File: src/rtl/ps2_key_decoder.sv
// PS/2 keyboard front end for the game logic block.
// Synchronises the raw PS/2 lines, deframes 11-bit frames, and turns make/break
// scan codes into held-key levels for the left (W/S) and right (Up/Down arrow) pads.
// Optional build macro: PS2_PARITY_CHECK_EN enables the odd-parity check in the stop state.
module ps2_key_decoder #(
  parameter int unsigned TIMEOUT_CYCLES  = 50000,
  parameter logic [7:0]  LEFT_UP_CODE    = 8'h1D,
  parameter logic [7:0]  LEFT_DOWN_CODE  = 8'h1B,
  parameter logic [7:0]  RIGHT_UP_CODE   = 8'h75,
  parameter logic [7:0]  RIGHT_DOWN_CODE = 8'h72
) (
  input  logic       clk,
  input  logic       rst,
  input  logic       ps2_clk,
  input  logic       ps2_data,
  output logic [1:0] keys_left,
  output logic [1:0] keys_right,
  output logic [7:0] scan_code,
  output logic       scan_valid,
  output logic       frame_err
);

  localparam int unsigned CntW = (TIMEOUT_CYCLES > 2) ? $clog2(TIMEOUT_CYCLES) : 1;
  localparam logic [CntW-1:0] CntLast = CntW'(TIMEOUT_CYCLES - 1);

  typedef enum logic [1:0] {StIdle, StData, StParity, StStop} state_e;

  // Synchroniser and edge-detect flops (preset high: idle PS/2 bus level)
  logic ps2_clk_meta_q, ps2_clk_sync_q, ps2_clk_prev_q;
  logic ps2_data_meta_q, ps2_data_sync_q;
  logic fall;

  // Frame receiver state
  state_e          state_q, state_d;
  logic [2:0]      bit_cnt_q, bit_cnt_d;
  logic [7:0]      shreg_q, shreg_d;
  logic            parity_q, parity_d;
  logic [CntW-1:0] cnt_q, cnt_d;
  logic [7:0]      scan_code_q, scan_code_d;
  logic            scan_valid_q, scan_valid_d;
  logic            frame_err_q, frame_err_d;
  logic            parity_good;
  logic            parity_ok;

  // Decoder state
  logic       ext_q, ext_d;
  logic       brk_q, brk_d;
  logic [1:0] keys_left_q, keys_left_d;
  logic [1:0] keys_right_q, keys_right_d;

  assign fall        = ps2_clk_prev_q & ~ps2_clk_sync_q;
  // Odd parity over data plus parity bit
  assign parity_good = ^{shreg_q, parity_q};

`ifdef PS2_PARITY_CHECK_EN
  assign parity_ok = parity_good;
`else
  // Parity bit is latched but not enforced in this build
  logic unused_parity_good;
  assign unused_parity_good = parity_good;
  assign parity_ok = 1'b1;
`endif

  // Two-flop synchronisers plus a delayed copy of the clock for fall detection
  always_ff @(posedge clk or negedge rst) begin
    if (!rst) begin
      ps2_clk_meta_q  <= 1'b1;
      ps2_clk_sync_q  <= 1'b1;
      ps2_clk_prev_q  <= 1'b1;
      ps2_data_meta_q <= 1'b1;
      ps2_data_sync_q <= 1'b1;
    end else begin
      ps2_clk_meta_q  <= ps2_clk;
      ps2_clk_sync_q  <= ps2_clk_meta_q;
      ps2_clk_prev_q  <= ps2_clk_sync_q;
      ps2_data_meta_q <= ps2_data;
      ps2_data_sync_q <= ps2_data_meta_q;
    end
  end

  // Frame FSM and timeout counter: next-state and registered output pulses
  always_comb begin
    state_d      = state_q;
    bit_cnt_d    = bit_cnt_q;
    shreg_d      = shreg_q;
    parity_d     = parity_q;
    scan_code_d  = scan_code_q;
    scan_valid_d = 1'b0;
    frame_err_d  = 1'b0;

    if (fall || (state_q == StIdle)) begin
      cnt_d = '0;
    end else begin
      cnt_d = cnt_q + 1'b1;
    end

    if ((state_q != StIdle) && !fall && (cnt_q == CntLast)) begin
      // Stalled partial frame: abandon it
      state_d     = StIdle;
      bit_cnt_d   = '0;
      cnt_d       = '0;
      frame_err_d = 1'b1;
    end else if (fall) begin
      unique case (state_q)
        StIdle: begin
          if (!ps2_data_sync_q) begin
            state_d   = StData;
            bit_cnt_d = '0;
          end
        end
        StData: begin
          shreg_d = {ps2_data_sync_q, shreg_q[7:1]};
          if (bit_cnt_q == 3'd7) begin
            state_d = StParity;
          end else begin
            bit_cnt_d = bit_cnt_q + 1'b1;
          end
        end
        StParity: begin
          parity_d = ps2_data_sync_q;
          state_d  = StStop;
        end
        StStop: begin
          if (ps2_data_sync_q && parity_ok) begin
            scan_code_d  = shreg_q;
            scan_valid_d = 1'b1;
          end else begin
            frame_err_d = 1'b1;
          end
          state_d   = StIdle;
          bit_cnt_d = '0;
        end
        default: state_d = StIdle;
      endcase
    end
  end

  // Frame FSM state register
  always_ff @(posedge clk or negedge rst) begin
    if (!rst) begin
      state_q      <= StIdle;
      bit_cnt_q    <= '0;
      shreg_q      <= '0;
      parity_q     <= 1'b0;
      cnt_q        <= '0;
      scan_code_q  <= '0;
      scan_valid_q <= 1'b0;
      frame_err_q  <= 1'b0;
    end else begin
      state_q      <= state_d;
      bit_cnt_q    <= bit_cnt_d;
      shreg_q      <= shreg_d;
      parity_q     <= parity_d;
      cnt_q        <= cnt_d;
      scan_code_q  <= scan_code_d;
      scan_valid_q <= scan_valid_d;
      frame_err_q  <= frame_err_d;
    end
  end

  // Scan-code decoder: prefix flags and per-key held levels
  always_comb begin
    ext_d        = ext_q;
    brk_d        = brk_q;
    keys_left_d  = keys_left_q;
    keys_right_d = keys_right_q;
    if (scan_valid_q) begin
      if (scan_code_q == 8'hE0) begin
        ext_d = 1'b1;
      end else if (scan_code_q == 8'hF0) begin
        brk_d = 1'b1;
      end else begin
        if (!ext_q && (scan_code_q == LEFT_UP_CODE))    keys_left_d[1]  = ~brk_q;
        if (!ext_q && (scan_code_q == LEFT_DOWN_CODE))  keys_left_d[0]  = ~brk_q;
        if (ext_q  && (scan_code_q == RIGHT_UP_CODE))   keys_right_d[1] = ~brk_q;
        if (ext_q  && (scan_code_q == RIGHT_DOWN_CODE)) keys_right_d[0] = ~brk_q;
        // Any non-prefix byte terminates the prefix sequence
        ext_d = 1'b0;
        brk_d = 1'b0;
      end
    end
  end

  // Decoder state register
  always_ff @(posedge clk or negedge rst) begin
    if (!rst) begin
      ext_q        <= 1'b0;
      brk_q        <= 1'b0;
      keys_left_q  <= 2'b00;
      keys_right_q <= 2'b00;
    end else begin
      ext_q        <= ext_d;
      brk_q        <= brk_d;
      keys_left_q  <= keys_left_d;
      keys_right_q <= keys_right_d;
    end
  end

  assign keys_left  = keys_left_q;
  assign keys_right = keys_right_q;
  assign scan_code  = scan_code_q;
  assign scan_valid = scan_valid_q;
  assign frame_err  = frame_err_q;

endmodule

File: config.mk
export PLATFORM = sky130hd
export DESIGN_NAME = ps2_key_decoder
export DESIGN_NICKNAME = d
export VERILOG_FILES = /design/src/rtl/ps2_key_decoder.sv
export SDC_FILE = /design/constraint.sdc
export NUM_CORES = 1
export LEC_CHECK = 0
export CORE_UTILIZATION = 57
export CTS_BUF_LIST = sky130_fd_sc_hd__clkbuf_16
export DETAILED_ROUTE_END_ITERATION = 10
export HOLD_SLACK_MARGIN = 0.05
export PLACE_DENSITY = 0.78
export RECOVER_POWER = 50
export SETUP_SLACK_MARGIN = 0.5
export SLEW_MARGIN = 20
export SYNTH_ARGS = -nofsm -noshare
export SYNTH_HDL_FRONTEND = slang
export SYNTH_SLANG_ARGS = --single-unit
File: constraint.sdc
create_clock -name clk -period 2.14 [get_ports clk]
set_clock_uncertainty 0.1 [all_clocks]
set_input_delay 0.428 -clock clk [delete_from_list [all_inputs] [get_ports clk]]
set_output_delay 0.428 -clock clk [all_outputs]
set_load 0.05 [all_outputs]
**Word-level counts from Yosys, hierarchy flattened**

Index checks and enable logic that the tools add are counted.

- Register bits after elaboration: 50
- Output and inout port bits: 14
- Input bits: 4
- Logic and storage cells: 87

- Bitwise logic cells: 6
- Mux-type cells: 23
- Equal/unequal tests: 15
- $add $sub $neg: 2
- Reductions and logical operators: 23

Operators by type and width:

| kind | count |
|---|---|
| 2-to-1 mux 16 bit | 2 |
| AND reduction 4 bit | 6 |
| adder 16 x 1 -> 16 bit, second input constant | 1 |
| == test 16 bit, second input constant | 1 |
| == test 8 x 5 -> 1 bit, second input constant | 2 |
| == test 8 x 7 -> 1 bit, second input constant | 2 |
| == test 8 bit, second input constant | 2 |
| 2-to-1 mux 3 bit | 4 |
| 2-to-1 mux 1 bit | 11 |
| one-hot mux 3 bit (3 select lines) | 1 |
| 2-to-1 mux 2 bit | 4 |
| one-hot mux 2 bit (4 select lines) | 1 |
| logical AND 1 bit | 6 |
| inequality test 3 bit, second input constant | 2 |
| AND reduction 3 bit | 2 |
| inverter 1 bit | 5 |
| == test 2 bit, second input constant | 2 |
| AND reduction 2 bit | 2 |
| nonzero test 2 bit | 2 |
| nonzero test 4 bit | 1 |
| adder 3 x 1 -> 3 bit, second input constant | 1 |
| == test 3 bit, second input constant | 1 |
| inequality test 3 x 2 -> 1 bit, second input constant | 1 |
| == test 2 x 1 -> 1 bit, second input constant | 1 |
| 5 further kinds | 6 |

**Logic depth before layout (Yosys ltp)**

Gate-level depths: netlist (run 1).

- Depth after elaboration: 7
- Gate-level depth with buffers: 6
- Gate-level depth less buffers: 6

**Worst setup path before layout (run 1)**

OpenSTA, ideal clock, no wires.

- Path type: reg2reg
- Start: register scan_valid_q, in the netlist scan_valid
- End: register keys_left_q[1], in the netlist keys_left[1]
- Arrival: 1.374 ns
- Path buffers: 0
- Library setup time: 0.146 ns
- Cell stages (with the launch flop): 5
- Clock period less this slack: 1.620 ns
- Path slack: 0.520 ns
- Required time: 1.894 ns
- Cell sequence: dfrtp_1 and2_1 nand4_1 o31ai_1 o41ai_1

- Cells in the longest elaborated chain, start to end: 1

Ends and longest elaborated chain:

| what | line | RTL |
|---|---|---|
| start, declared | 40 | `logic scan_valid_q, scan_valid_d;` |
| start signal, assigned | 156 | `scan_valid_q <= scan_valid_d;` |
| AND reduction 4 bit (no source line) | - |  |
| end signal, assigned | 194 | `keys_left_q <= keys_left_d;` |
| end, declared | 48 | `logic [1:0] keys_left_q, keys_left_d;` |

Every way passes these cells.
A chain may end at the register's enable or synchronous reset.

**Worst setup path after layout (run 1)**

- Start: register state_q[0]
- End: register scan_code_q[2], in the netlist scan_code[2]

- Cells in the longest elaborated chain, start to end: 5
- Elaborated cells on any way between the ends: 6
- Classes of those cells: 1 x eq/ne; 1 x bitwise; 4 x reduce/logical

Ends and longest elaborated chain:

| what | line | RTL |
|---|---|---|
| start, declared | 34 | `state_e state_q, state_d;` |
| start signal, assigned | 141 | `state_q <= StIdle;` |
| start signal, assigned | 150 | `state_q <= state_d;` |
| nonzero test 2 bit | 97 | `if ((state_q != StIdle) && !fall && (cnt_q == CntLast)) begin` |
| logical AND 1 bit (2 in a row) | 97 |  |
| inverter 1 bit (no source line) | - |  |
| AND reduction 4 bit (no source line) (*) | - |  |
| end signal, assigned | 155 | `scan_code_q <= scan_code_d;` |
| end, declared | 39 | `logic [7:0] scan_code_q, scan_code_d;` |

Mark *: on every way between the ends. The rest lies on a longest branch, timed or not.

==> results of run 1 <==
==> cell type report <==
cell class	instances	area (µm²)	area share, %
inverter	9	36.3	1.27
multi-input combinational	132	1080	37.8
tap	48	60.1	2.09
timing repair buffer	31	274	9.55
sequential	50	1260	44.0
clock inverter	3	26.3	0.916
clock buffer	5	125	4.36
==> layer usage <==
metal	global-route usage (%)	up-vias	wire (µm)
met1	29.2	781	1900
met3	5.38	11	157
li1	-	748	-
met5	0	-	0
met4	8.42	0	91
met2	37.0	36	2330
==> final timing paths <==
path,startpoint,to,slack (ns),cells past startpoint
hold / removal,ps2_data_meta_q$_DFF_PN1_,ps2_data_sync_q$_DFF_PN1_,0.26,0
min in group asynchronous,rst,shreg_q[3]$_DFFE_PN0P_,0.60,2
setup reg to reg,state_q[0]$_DFFE_PN0P_,scan_code[2]$_DFFE_PN0P_,0.44,3
setup / recovery,state_q[0]$_DFFE_PN0P_,scan_code[2]$_DFFE_PN0P_,0.44,3
max in group asynchronous,rst,cnt_q[5]$_DFF_PN0_,0.78,3
hold reg to reg,ps2_data_meta_q$_DFF_PN1_,ps2_data_sync_q$_DFF_PN1_,0.26,0
==> synth_stat cells (2+ instances only) <==
library cell	count	share of area (%)
dfrtp_1	45	49
nor2_1	24	3.9
mux2_2	16	7.8
xnor2_1	13	5.0
nand2_1	12	2.0
nand3_1	10	2.2
inv_1	9	1.5
ha_1	7	3.8
dfstp_2	5	5.7
nor3_1	5	1.1
mux2i_1	3	1.3
nand4_1	3	0.82
nand4_2	3	1.6
nor2_2	3	0.82
nor4_1	3	0.82
a21oi_1	2	0.44
a32oi_1	2	0.76
and2_1	2	0.54
nor2b_1	2	0.54
o31ai_1	2	0.65
o41ai_1	2	0.76
==> power by group through the flow <==
| stage | logic, mW | registers [mW] | clock network, mW |
|---|---|---|---|
| global route | 1.06 | 1.39 | 0.855 |
| finish | 0.973 | 1.36 | 0.794 |
| CTS | 0.841 | 1.34 | 0.810 |
| detailed placement | 0.804 | 1.35 | 0 |
| floorplan | 0.429 | 1.48 | 0 |
| global placement | 0.765 | 1.33 | 0 |
==> kinds of logic after synthesis <==
| family | Yosys count | synth area share, % |
|---|---|---|
| fa+ha+maj | 7 | 3.81 |
| flops | 50 | 54.7 |
| buf+inv | 11 | 2.02 |
| simple gates | 80 | 21.0 |
| xor+xnor | 14 | 5.34 |
| compound gates | 12 | 3.92 |
| mux | 19 | 9.15 |
==> cells in the final DEF (no fill, tap or decap), drive strengths merged, types with 2 or more instances in the layout <==
| cell type | netlist | routed |
|---|---|---|
| clkdlybuf4s15 | 0 | 9 |
| mux2i | 3 | 3 |
| a21oi | 2 | 2 |
| nor3 | 6 | 6 |
| xnor2 | 13 | 13 |
| nand4 | 6 | 6 |
| and2 | 2 | 2 |
| dlygate4sd3 | 0 | 3 |
| nand4b | 2 | 2 |
| dfstp | 5 | 5 |
| ha | 7 | 7 |
| buf | 2 | 18 |
| o31ai | 2 | 2 |
| clkbuf | 0 | 6 |
| nand2 | 13 | 13 |
| mux2 | 16 | 16 |
| nor2 | 27 | 27 |
| nor4 | 4 | 4 |
| nand3 | 10 | 10 |
| dfrtp | 45 | 45 |
| nor2b | 2 | 2 |
| a32oi | 2 | 2 |
| o41ai | 2 | 2 |
| inv | 9 | 11 |
==> state kept, by name (all words and copies together), names as in the netlist, 2 cells and up <==
signal / count
bit_cnt_q: 3
cnt_q: 16
keys_left: 2
shreg_q: 8
keys_right: 2
state_q: 2
scan_code: 8
==> what timing repair did <==
action / in CTS / in global routing
endpoints found under the setup margin: 50 / 34
pin swaps: 2 / 8
gates resized for setup: 45 / 27
hold endpoints to repair: 18 / 0
hold buffers: 1 / 0
setup buffers: 1 / 10
==> results.txt, run 1 <==
post-synthesis cell type count: 41
FMAX: 0.587 GHz
total power: 3.13 mW
DR WL/cell: 16.1 µm
Die X: 65.5 µm
ant diodes: 0
post-route setup TNS: 0 ns
sw frac: 35.3%
cell area after synthesis: 2300 µm²
CTS tree: yes
Max-slew headroom: 58.7%
placed insts: 258
share of post-route cells with drive strength above 1: 37.4%
critical path's slowest cell: dfrtp_2
CTS root buffer: clkbuf_16
initial DRC count: 104
worst-path cell chain: ha_1 -> nand3_1 -> mux2_2
via count: 1576
crit-path max FO: 9
Site Rows: 22
DRC violations left: 0
mean post-synth cell area: 11.9 µm²
RSZ-0062 raised after global routing: yes
Layout fillers: 229
Core Util, Final: 76.0%
Starting Density: 60.9%
worst min path class: reg -> reg
peak supply drop: 0.687 mV
gr ovfl total: 0
WHS: 0.260 ns
EDFF count, synth: 0
Gate power share: 31.1%
Placement Setup Slack: 0.385 ns
Yosys reg bits: 50
Skew-Pair Late Insertion Delay: 0.29 ns
maxcap violations: 0
Pleak: 1.31 nW
min Tclk post-route: 1.70 ns
vias in the first global route: 1555
Power Density: 1090 nW/µm²
die area: 4290 µm²
initial antenna violation count: 0
register area share after synthesis: 54.7%
CP max stage delay: 0.46 ns
first drt pass iteration count: 4
fin crit share: 79.6%
internal power: 2.02 mW
critical path capture point type: flop
final wirelength: 4470 µm
critical path type: reg -> reg
YS warnings: 0
nets: 240
htree depth: 2
pin count of the biggest net entering global routing: 28
Final ANT Viol Nets: 0
io pins: 18
TritonCTS buffer count: 5
Pins Over Slew Limit: 0
Worst Setup Start Kind: flop
core area: 3770 µm²
WP data arrival: 1.77 ns
gpl congestion: 0.849
CP delay by family, top: flip-flops
final instance area: 2870 µm²
detailed-route vias per instance: 5.67
post-synthesis async set-or-reset flop share: 100%
first-pass GRT wire length: 7130 µm
Sequential Power Share: 43.5%
Die H: 65.5 µm
Total Routing Usage GR: 22.6%
Area Growth Syn to Fin: 24.8%
Slew @ Worst Pin: 0.620 ns
area post-placement: 2530 µm²
Fin. Hold Viols: 0
HPWL Detailed: 2920 µm
clock net sink count: 50
CP Data Required Time: 2.21 ns
clock buffer depth: 2
Main synth FF type: dfrtp_1
Mapped Nets: 204
Layout Cells excl Fill: 278
setup ws final: 0.437 ns
Clk pwr share: 25.4%
WP buf/inv: 0
CTS clk-pin slew, worst paths: 0.07 ns
NetSw: 1.10 mW
# setup viols final: 0
status: finished clean
port bufs: 17
Synth Instances: 193
Power figures use the tool's default switching activity.
==> run 2: changes to the inputs <==
clock period = 1.7 ns   (was 2.14 ns; I/O delays follow)
==> run 2 against run 1 <==
Against the previous run: the flow now finishes with violations (negative setup slack); register-to-register slack worse by 0.51 ns; final cell count is 9.0% higher; clock-buffer cell count stayed put; worst setup slack worse by 0.51 ns; combinational power is 110% higher; worst hold slack worse by 0.16 ns; wire length is 95% higher.
==> results.txt, run 2 (synthesis gave the netlist of run 1 again) <==
status: finished, violations left
htree depth: 2
gr ovfl total: 0
vias in the first global route: 1949
worst setup path startpoint: state_q[1]$_DFFE_PN0P_
gpl congestion: 0.841
Power Density: 1410 nW/µm²
HPWL Detailed: 3100 µm
sw frac: 38.1%
setup ws final: -0.0737 ns
DRC violations left: 0
pin count of the biggest net entering global routing: 19
io pins: 18
failing checks: negative setup slack
Layout Cells excl Fill: 303
CTS tree: yes
WHS: 0.103 ns
commonest non-fill, non-tap cell in the layout: dfrtp_1
Starting Density: 60.9%
via count: 2032
final instance area: 3610 µm²
Site Rows: 22
detailed-route vias per instance: 6.71
Worst Setup Start Kind: flop
DR WL/cell: 28.7 µm
core area: 3770 µm²
WP data arrival: 1.86 ns
CTS root buffer: clkbuf_16
# setup viols final: 2
NetSw: 1.94 mW
Area Growth Syn to Fin: 57.4%
crit-path max FO: 5
Layout fillers: 71
internal power: 3.15 mW
Skew-Pair Late Insertion Delay: 0.30 ns
Total Routing Usage GR: 33.4%
Die H: 65.5 µm
fin crit share: 104%
Pins Over Slew Limit: 0
TritonCTS buffer count: 5
initial antenna violation count: 1
maxcap violations: 0
Die X: 65.5 µm
clock net sink count: 50
first drt pass iteration count: 5
Fin. Hold Viols: 0
Gate power share: 41.0%
CP max stage delay: 0.45 ns
Max-slew headroom: 29.0%
ant diodes: 0
Slew @ Worst Pin: 1.06 ns
final wirelength: 8710 µm
critical path's slowest cell: dfrtp_1
placed insts: 260
Reg2Reg Launch Point: state_q[1]$_DFFE_PN0P_
area post-placement: 2760 µm²
Final ANT Viol Nets: 0
Sequential Power Share: 36.0%
CTS clk-pin slew, worst paths: 0.08 ns
commonest cells after routing, fill and taps aside: dfrtp_1, buf_4, dfrtp_2, buf_6
RSZ-0062 raised after global routing: yes
clock buffer depth: 2
CP Data Required Time: 1.79 ns
peak supply drop: 1.52 mV
port bufs: 17
FMAX: 0.564 GHz
worst min path class: in -> async
first-pass GRT wire length: 10100 µm
critical path capture point type: flop
critical path type: reg -> reg
largest reg by FF count: cnt_q
share of post-route cells with drive strength above 1: 65.1%
max reg flops: 16
nets: 265
die area: 4290 µm²
Pleak: 1.60 nW
Clk pwr share: 23.0%
initial DRC count: 267
min Tclk post-route: 1.77 ns
worst-path cell chain: inv_2 -> ha_4 -> or3_4 -> nand3_1 -> nand2_1 -> a31oi_1
[run 2: cell count changes in the layout (fill, tap and decap cells not counted), sizes merged]
cell           previous run  this run
buf                      18        47
bufinv                    0         1
clkbuf                    6        11
clkdlybuf4s15             9         0
clkinv                    1         0
clkinvlp                  0         2
dlygate4sd3               3         2
inv                      11         9
nand2                    13        14
[run 2: per-stage QoR]
| step | util (%) | setup TNS [ns] | setup WS, ns | total power [mW] |
|---|---|---|---|---|
| floorplan | - | 0 | 0.260 | 2.57 |
| global placement | 73.1 | 0 | 0.178 | 2.99 |
| detailed placement | 73.1 | 0 | 0.0950 | 3.06 |
| CTS | 88.5 | 0 | 0.115 | 4.47 |
| global route | 95.9 | -0.182 | -0.111 | 5.19 |
| finish | 95.9 | -0.104 | -0.0737 | 5.09 |
[run 2: area by class of cell]
cell class              count  area (µm²)  share of cell area, %
multi-input cells         133        1470                   40.7
flip-flops and latches     50        1280                   35.5
repair buffers             55         598                   16.5
clock buffers               5         125                   3.46
well taps                  48        60.1                   1.66
clock inverters             3        45.0                   1.25
inverters                   9        33.8                  0.935
[run 2: critical path: cells and delay by family, from the launching register on]
family | cells | cell delay (ns)
compound gates | 1 | 0.23
simple gates | 3 | 0.56
flops | 1 | 0.45
fa+ha+maj | 1 | 0.21
buf+inv | 1 | 0.11
[run 2: metal layers]
metal | global-route usage, % | wire (µm) | share of wire (%) | vias up
li1 | - | - | - | 804
met1 | 36.7 | 3090 | 35 | 1026
met2 | 59.5 | 4380 | 50 | 146
met3 | 7.99 | 611 | 7.0 | 54
met4 | 17.4 | 613 | 7.0 | 2
met5 | 0 | 13 | 0.15 | -
[run 2: worst paths after layout]
check	endpoint	slack, ns	cells past startpoint
max in group asynchronous	cnt_q[4]$_DFF_PN0_	0.28	2
setup reg to reg	bit_cnt_q[0]$_DFFE_PN0P_	-0.07	6
setup / recovery	bit_cnt_q[0]$_DFFE_PN0P_	-0.07	6
hold / removal	ext_q$_DFFE_PN0P_	0.10	1
min in group clk	ps2_clk_sync_q$_DFF_PN1_	0.27	0
hold reg to reg	ps2_clk_sync_q$_DFF_PN1_	0.27	0
[run 2: power by group through the flow]
stage / Clock (mW) / Sequential, mW / Combinational (mW)
floorplan: 0 / 1.90 / 0.665
global route: 1.21 / 1.84 / 2.15
CTS: 1.14 / 1.75 / 1.58
finish: 1.17 / 1.83 / 2.09
global placement: 0 / 1.76 / 1.23
detailed placement: 0 / 1.79 / 1.27
[run 2: repair_timing]
item / 4_1_cts / 5_1_grt
endpoints found under the hold margin: 15 / 15
pin swaps: 14 / 21
gates resized for setup: 44 / 58
endpoints found under the setup margin: 57 / 59
gates cloned: 1 / 0
buffers inserted: 24 / 10
